<file path="src/rtl/rbsp_bit_window_pkg.sv">
// Shared constants and helper functions for the RBSP bit-window buffer.
//   BS_PEEK_W_DEFAULT      default window width in bits
//   BS_DEPTH_BYTES_DEFAULT default storage depth in bytes
//   clz()                  leading-zero count of the top w bits of a 64-bit value
//   tz8()                  trailing-zero count of a byte (8 when the byte is zero)
package rbsp_bit_window_pkg;

  localparam int BS_PEEK_W_DEFAULT      = 32;
  localparam int BS_DEPTH_BYTES_DEFAULT = 8;

  // Operand is left-aligned in 64 bits; only the top w bits are examined.
  // The last hit while scanning upward is the most significant set bit.
  function automatic int clz(input logic [63:0] v, input int w);
    int n;
    n = w;
    for (int i = 0; i < 64; i++) begin
      if ((i >= 64 - w) && v[i]) n = 63 - i;
    end
    return n;
  endfunction

  function automatic int tz8(input logic [7:0] b);
    int n;
    n = 8;
    for (int i = 7; i >= 0; i--) begin
      if (b[i]) n = i;
    end
    return n;
  endfunction

endpackage

</file>
<file path="src/rtl/rbsp_bit_window_lzc.sv">
// Parametrised leading-zero counter.
//   v   : operand, bit W-1 is the most significant
//   cnt : number of leading zeros, W when v is all zero
module bit_lzc
  import rbsp_bit_window_pkg::*;
#(
  parameter int W     = BS_PEEK_W_DEFAULT,
  parameter int LEN_W = 7
) (
  input  logic [W-1:0]     v,
  output logic [LEN_W-1:0] cnt
);

  logic [63:0] v64;

  assign v64 = 64'(v) << (64 - W);
  assign cnt = LEN_W'(clz(v64, W));

endmodule

</file>
<file path="src/rtl/rbsp_bit_window.sv">
// Bit-window buffer between the NAL byte reader and the syntax-element parsers.
// Holds RBSP bytes in a left-aligned shift register and presents the next
// PEEK_W bits MSB-first; parsers consume 0..PEEK_W bits per cycle.
//   clk, rst            clock, synchronous active-high reset
//   en                  global enable; low freezes all state
//   i_byte*             byte input with valid/ready handshake and last flag
//   i_fwd_valid/len     consume request
//   i_align             consume up to the next byte boundary (after any forward)
//   i_flush             drop contents, start a new NAL
//   o_window*           next PEEK_W bits (zero-padded) and their usability
//   o_lz_cnt            leading zeros of o_window
//   o_bits_avail        buffered bit count
//   o_more_rbsp_data    more_rbsp_data() result
//   o_err               sticky protocol error
module rbsp_bit_window
  import rbsp_bit_window_pkg::*;
#(
  parameter int PEEK_W      = BS_PEEK_W_DEFAULT,
  parameter int DEPTH_BYTES = BS_DEPTH_BYTES_DEFAULT,
  parameter int LEN_W       = 7
) (
  input  logic              clk,
  input  logic              rst,
  input  logic              en,
  input  logic [7:0]        i_byte,
  input  logic              i_byte_valid,
  input  logic              i_byte_last,
  output logic              o_byte_ready,
  input  logic              i_fwd_valid,
  input  logic [LEN_W-1:0]  i_fwd_len,
  input  logic              i_align,
  input  logic              i_flush,
  output logic [PEEK_W-1:0] o_window,
  output logic              o_window_valid,
  output logic [LEN_W-1:0]  o_lz_cnt,
  output logic [LEN_W-1:0]  o_bits_avail,
  output logic              o_more_rbsp_data,
  output logic              o_err
);

  localparam int SW = 8 * DEPTH_BYTES;
  localparam logic [LEN_W-1:0] PEEK_L = LEN_W'(PEEK_W);
  localparam logic [LEN_W-1:0] ROOM_L = LEN_W'(SW - 8);

  logic [SW-1:0]    buf_q, next_buf;
  logic [LEN_W-1:0] bits_avail, stop_bits;
  logic             end_seen;

  logic             consume_en, fwd_err, accept;
  logic [LEN_W-1:0] fwd_amt, after_fwd, align_amt, consumed, remain;
  logic [LEN_W-1:0] next_bits, next_stop;
  logic             next_end, next_err;

  always_comb begin
    consume_en = en & o_window_valid & ~i_flush;
    fwd_amt    = '0;
    fwd_err    = 1'b0;
    if (consume_en && i_fwd_valid) begin
      fwd_amt = (i_fwd_len > bits_avail) ? bits_avail : i_fwd_len;
      fwd_err = (i_fwd_len > PEEK_L) || (i_fwd_len > bits_avail);
    end
    after_fwd = bits_avail - fwd_amt;
    // Alignment is taken on the post-forward count so fwd+align is one step.
    align_amt = (consume_en && i_align) ? {{(LEN_W-3){1'b0}}, after_fwd[2:0]} : '0;
    consumed  = fwd_amt + align_amt;
    remain    = bits_avail - consumed;
  end

  assign o_byte_ready = en & ~end_seen & ~i_flush & (remain <= ROOM_L);
  assign accept       = o_byte_ready & i_byte_valid;

  // Bits beyond bits_avail are kept zero, so an OR inserts the new byte and
  // the window is zero-padded past the end of data for free.
  always_comb begin
    next_buf  = buf_q;
    next_bits = bits_avail;
    next_end  = end_seen;
    next_stop = stop_bits;
    next_err  = o_err;
    if (en) begin
      if (i_flush) begin
        next_buf  = '0;
        next_bits = '0;
        next_end  = 1'b0;
        next_stop = '0;
      end else begin
        next_buf  = buf_q << consumed;
        next_bits = remain;
        next_err  = o_err | fwd_err;
        if (accept) begin
          next_buf  = next_buf | ({i_byte, {(SW-8){1'b0}}} >> remain);
          next_bits = remain + LEN_W'(8);
          if (i_byte_last) begin
            next_end = 1'b1;
            if (i_byte == 8'h00) begin
              next_stop = '0;
              next_err  = 1'b1;
            end else begin
              next_stop = LEN_W'(tz8(i_byte) + 1);
            end
          end
        end
      end
    end
  end

  always_ff @(posedge clk) begin
    if (rst) begin
      buf_q            <= '0;
      bits_avail       <= '0;
      end_seen         <= 1'b0;
      stop_bits        <= '0;
      o_err            <= 1'b0;
      o_window_valid   <= 1'b0;
      o_more_rbsp_data <= 1'b1;
    end else begin
      buf_q            <= next_buf;
      bits_avail       <= next_bits;
      end_seen         <= next_end;
      stop_bits        <= next_stop;
      o_err            <= next_err;
      o_window_valid   <= (next_bits >= PEEK_L) | next_end;
      o_more_rbsp_data <= ~next_end | (next_bits > next_stop);
    end
  end

  assign o_window     = buf_q[SW-1 -: PEEK_W];
  assign o_bits_avail = bits_avail;

  bit_lzc #(.W(PEEK_W), .LEN_W(LEN_W)) u_lzc (
    .v   (o_window),
    .cnt (o_lz_cnt)
  );

endmodule
</file>
<file path="config.mk">
export PLATFORM = sky130hd
export DESIGN_NAME = rbsp_bit_window
export DESIGN_NICKNAME = d
export VERILOG_FILES = /design/src/rtl/rbsp_bit_window_pkg.sv /design/src/rtl/rbsp_bit_window_lzc.sv /design/src/rtl/rbsp_bit_window.sv
export SDC_FILE = /design/constraint.sdc
export NUM_CORES = 1
export LEC_CHECK = 0
export CAP_MARGIN = 20
export CORE_MARGIN = 4
export CORE_UTILIZATION = 61
export DETAILED_ROUTE_END_ITERATION = 7
export GPL_TIMING_DRIVEN = 0
export PLACE_DENSITY = 0.9
export SLEW_MARGIN = 20
export SYNTH_ARGS = -nofsm -noshare
export SYNTH_HDL_FRONTEND = slang
export SYNTH_SLANG_ARGS = --single-unit
</file>
<file path="constraint.sdc">
create_clock -name clk -period 21.7 [get_ports clk]
set_input_delay 6.51 -clock clk [delete_from_list [all_inputs] [get_ports clk]]
set_output_delay 6.51 -clock clk [all_outputs]
set_load 0.02 [all_outputs]
</file>
======== Yosys cells after proc, flatten, opt, wreduce, memory -nomap -nowiden ========
Cells that the tools add are included.
cells by class
  add/sub/neg operators ................... 5
  order comparisons ....................... 5
  shifts and indexed selects .............. 2
  muxes and demuxes ....................... 66
  bitwise logic cells ..................... 13
  reductions and logical operators ........ 5
operators with widths
  kind                 count
  $mux 7               51
  $mux 64              2
  $or 64x64->64        1
  $shl 64x7->64        1
  $shr 64x7->64        1
  $gt 7x7->1           2
  $mux 6               2
  $logic_not 8->1      1
  $mux 1               8
  $mux 4               2
  $add 7x2->7 const B  1
  $add 7x3->7          1
  $add 7x4->7 const B  1
  $ge 7x6->1 const B   1
  $gt 7x6->1 const B   1
  $le 7x6->1 const B   1
  $sub 7x7->7          1
  $and 1x1->1          6
  $mux 3               1
  $not 1->1            3
  $or 1x1->1           3
  $sub 3x3->3          1
  $logic_and 1x1->1    2
  $reduce_and 2->1     1
  $logic_or 1x1->1     1
storage, ports and cells
  register bits ........................... 82
  bits of input ports ..................... 23
  output and inout bits ................... 50
  word-level logic and storage cells ...... 103

======== Longest topological paths before layout ========
  word-level depth ........................ 32
  depth in mapped cells ................... 45
  gate-level depth less buffers ........... 38

======== By module ========
Synthesis repeated with hierarchy kept, for this count alone.
unflattened totals
  cells, all modules ...................... 1231
  area total of the unflattened synthesis .. 10329.9 um2
modules (own cells, without submodules)
  module           times used  cells an instance  area an instance (um2)  sequential area each (um2)
  rbsp_bit_window  1           1164               9950.8                  1641.6
  bit_lzc          1           67                 379.1                   0.0

======== Least setup slack after synthesis ========
OpenSTA, ideal clock, no wires.
  path kind ............................... in2out
  start point ............................. input i_fwd_len[5]
  end point ............................... output o_byte_ready
  arrival ................................. 13331 ps
  data required time ...................... 15190 ps
  setup slack ............................. 1859 ps
  cell stages on the path ................. 30
  buffers on the path ..................... 6
  path through ............................ ha_1 -> nand4_2 -> a21o_1 -> a21oi_4 -> buf_4 -> mux2i_1 -> nand2b_1 -> fa_1 -> xnor2_1 -> xnor2_1 -> nor2_1 -> ha_1 -> xnor2_1 -> clkinv_1 -> buf_1 -> buf_1 -> clkbuf_1 -> ha_1 -> a21oi_1 -> nand2_1 -> a211o_1 -> and4_1 -> or2_2 -> clkbuf_1 -> inv_1 -> clkbuf_1 -> ha_1 -> o41ai_1 -> nand2b_1 -> and3_1
on the way
  longest elaborated chain between the ends .. 9
RTL lines
  element             line                   source
  start: declaration  rbsp_bit_window.sv:30  input logic [LEN_W-1:0] i_fwd_len,
  $gt 7x7->1          rbsp_bit_window.sv:59  fwd_amt = (i_fwd_len > bits_avail) ? bits_avail : i_fwd_len;
  $mux 7 (*)          rbsp_bit_window.sv:59
  $mux 7 (*)          rbsp_bit_window.sv:58  if (consume_en && i_fwd_valid) begin
  $sub 3x3->3         rbsp_bit_window.sv:62  after_fwd = bits_avail - fwd_amt;
  $mux 3              rbsp_bit_window.sv:64  align_amt = (consume_en && i_align) ? {{(LEN_W-3){1'b0}}, after_fwd[2:0]} : '0;
  $add 7x3->7 (*)     rbsp_bit_window.sv:65  consumed = fwd_amt + align_amt;
  $sub 7x7->7 (*)     rbsp_bit_window.sv:66  remain = bits_avail - consumed;
  $le 7x6->1 (*)      rbsp_bit_window.sv:69  assign o_byte_ready = en & ~end_seen & ~i_flush & (remain <= ROOM_L);
  $and 1x1->1 (*)     rbsp_bit_window.sv:69
  end: declaration    rbsp_bit_window.sv:28  output logic o_byte_ready,
Mark *: on every way between the ends. The rest lies on a longest branch, timed or not.

======== Worst setup path after layout ========
  start point ............................. input i_fwd_len[4]
  end point ............................... output o_byte_ready
The elaborated chain is that of the path after synthesis.

==> results_dict.tcl <==
set metrics [dict create \
    run_status "finished with violations" \
    failed_checks "DRC" \
    biggest_area_consumer_among_synthesized_cells "sky130_fd_sc_hd__dfxtp_1" \
    gpl.final_weighted_congestion 1.12 \
    synth.top_cells.by_area "sky130_fd_sc_hd__dfxtp_1, sky130_fd_sc_hd__mux4_2, sky130_fd_sc_hd__mux2i_1" \
    cts-root-buf "sky130_fd_sc_hd__clkbuf_16" \
    clock_latency_ps 370 \
    worstPathRequired_ps 15190 \
    grt.overflow.total 0 \
    timing.critical_path.max_delay_family "buffers and inverters" \
    initial_core_util_pct 61.9 \
    synth-seq-cells 82 \
    hold_viol_final 0 \
    netlist_instances 1276 \
    power_dens_cells_nw_per_um2 33.8 \
    achievable-frequency_mhz 46.6 \
    ir_drop_v 0.0000400 \
    crit_path_frequent_cell "sky130_fd_sc_hd__fa_1" \
    wire_length_of_the_first_global_routing_pass_um 67000 \
    ys_warn_count 0 \
    power_leakage_nw 4.62 \
    syn2layout_area_growth_pct 13.2 \
    fp.coreArea_sq_um 16500 \
    detail_route.wl_per_cell_um 29.0 \
    ios 73 \
    buffers_plus_inverters_on_the_worst_setup_path 8 \
    post-route-util_pct 70.1 \
    synthesized_area_divided_by_synthesized_cell_count_sq_um 7.99 \
    drtIter0Drc 2388 \
    clk_path_buf_depth 2 \
    num_antenna_cells 0 \
    netlist.area_leader.share_pct 16.1 \
    slew_violations 0 \
    avgViaCountPerCell 7.68 \
    drv_cap 0 \
    final_cell_mix "sky130_fd_sc_hd__nand2_1, sky130_fd_sc_hd__mux2i_1, sky130_fd_sc_hd__a21oi_1" \
    floorplan.die_area_sq_um 18800 \
    groute.usage.overall_pct 47.9 \
    startpoint_type "primary input" \
    h_tree_lvl_count 3 \
    routed_wl_um 45900 \
    numClockSinks 82 \
    drive_above_1_share_pct 13.0 \
    pwr-share-clk_pct 43.8 \
    antenna_found_initial 0 \
    netlist_area_sq_um 10200 \
    die_y_um 137 \
    clock-skew-final_ps 12.7 \
    tritoncts.num_buffers 9 \
    cp_max_fo 17 \
    clock_tree_from_tritoncts "built" \
    timing_worst_slew_pin_value_ps 1160 \
    layout_commonest_cell "sky130_fd_sc_hd__nand2_1" \
    final_nets 1406 \
    power_switching_mw 0.123 \
    timing.setup.critical_path_class "primary input to output pin" \
    period_needed_ps 21460 \
    synth_enable_flop_cells 0 \
    final.period_utilization_pct 98.9 \
    postSynth.asyncResetShare_pct 0 \
    final-setup-viol-count 0 \
    synth_top_flop_cell "sky130_fd_sc_hd__dfxtp_1" \
    sequential_fraction_of_the_synthesis_area_pct 16.1 \
    drt_pre_antenna_iters 8 \
    clkTransAtPathRegs_ps 80 \
    power_frac_comb_pct 16.6 \
    power.share.switching_pct 31.6 \
    holdCritPathClass "flip-flop to flip-flop" \
    hold_ws_ps 497 \
    critical_path.max_stage_delay_ps 610 \
    place.port_buffers 70 \
    dp.final_hpwl_um 35400 \
    postSynthNetCount 1324 \
    power.internal_mw 0.267 \
    critical_path_arrival_ps 14950 \
    worstSetupEndpointType "output pin" \
    cpMaxStageDelayCell "sky130_fd_sc_hd__clkdlybuf4s50_1" \
    die-width_um 137 \
    rsz0062_at_grt "no" \
    antenna_left 0 \
    sequentialPowerShare_pct 39.6 \
    post-route-drc-count 18 \
    number_of_standard_cell_rows_in_the_floorplan 47 \
    grt_pass1_vias 11100 \
    grt_max_degree 20 \
    yosysUniqueCellTypes 91 \
    maxSlewHeadroom_pct 20.7 \
    dr_vias 12200 \
]
sequential cells by signal, summed over array words and instances, names as in the netlist:
signal and count:
buf_q 64, o_err 1, stop_bits 7, end_seen 1, o_window_valid 1, o_more_rbsp_data 1
o_bits_avail 7
power by group through the flow:
stage                     Sequential (mW)  Clock (mW)  Combinational [mW]
after floorplan                     0.157           0              0.0359
after global placement              0.158           0              0.0596
after detailed placement            0.158           0              0.0609
after CTS                           0.154       0.165              0.0612
after global routing                0.155       0.171              0.0673
final                               0.155       0.171              0.0648
area by class of cell:
cell class / instances / area, sq um
plain buffers: 130 / 661
clock buffers: 9 / 225
clock inverters: 7 / 83.8
fillers: 1402 / 4920
inverters: 35 / 139
multi-input cells: 1025 / 7780
flip-flops and latches: 82 / 1640
well taps: 220 / 275
repair buffers: 75 / 738
metrics by stage:
step / power, mW / setup slack [ps] / std cells / cell area [sq um] / TNS, ps
global route: 0.393 / 59.9 / 1583 / 11500 / 0
CTS: 0.381 / 22.0 / 1580 / 11500 / 0
global placement: 0.217 / -1100 / 1566 / 11200 / -1100
detailed placement: 0.219 / -1340 / 1566 / 11200 / -1340
finish: 0.390 / 241 / 1583 / 11500 / 0
floorplan: 0.193 / 1860 / 1276 / 10200 / 0
logic make-up after synthesis:
logic type | after synthesis | share of synthesized area, %
AO/OA/AOI/OAI | 388 | 25.1
AND/OR/NAND/NOR | 389 | 18.2
adder cells (fa/ha/maj) | 25 | 3.29
XOR/XNOR | 13 | 1.19
multiplexers | 209 | 28.2
buffers and inverters | 169 | 7.85
flip-flops | 82 | 16.1
other | 1 | 0.0368
layer usage:
metal | track usage (%) | vias up | routed length [um]
met3 | 22.6 | 274 | 8680
li1 | - | 5003 | -
met4 | 21.9 | 0 | 2920
met2 | 64.7 | 1201 | 17800
met1 | 64.2 | 5677 | 16500
met5 | 0.833 | - | 0
worst min-delay path, cell delays in order, from the launching register on:
cell and delay, ps:
sky130_fd_sc_hd__dfxtp_1 330, sky130_fd_sc_hd__a211oi_1 50, sky130_fd_sc_hd__nor2_1 80
cells in the mapped netlist, types with 22 or more instances:
master,n
sky130_fd_sc_hd__a21oi_1,104
sky130_fd_sc_hd__a31oi_1,27
sky130_fd_sc_hd__nor2_1,83
sky130_fd_sc_hd__o21ai_0,87
sky130_fd_sc_hd__clkbuf_1,69
sky130_fd_sc_hd__mux4_2,62
sky130_fd_sc_hd__a22oi_1,26
sky130_fd_sc_hd__nand2_1,143
sky130_fd_sc_hd__inv_1,32
sky130_fd_sc_hd__ha_1,22
sky130_fd_sc_hd__buf_4,40
sky130_fd_sc_hd__mux2i_1,137
sky130_fd_sc_hd__nor3_1,24
sky130_fd_sc_hd__dfxtp_1,82
sky130_fd_sc_hd__nand3_1,42
sky130_fd_sc_hd__a211oi_1,22
final timing paths:
| path | cells after the start | slack, ps | startpoint | to |
|---|---|---|---|---|
| worst max-delay path | 28 | 240 | i_fwd_len[4] | o_byte_ready |
| worst min-delay path | 2 | 500 | o_err | o_err |
| worst max register to register | 39 | 11390 | o_bits_avail[6] | o_more_rbsp_data |
| worst min register to register | 2 | 500 | o_err | o_err |
what timing repair did:
item,CTS,global route
setup endpoints to repair,1,1
pin swaps,0,1
hold buffers,0,0
resized for setup,6,3
setup buffers,1,4
(Power assumes the default switching activity.)
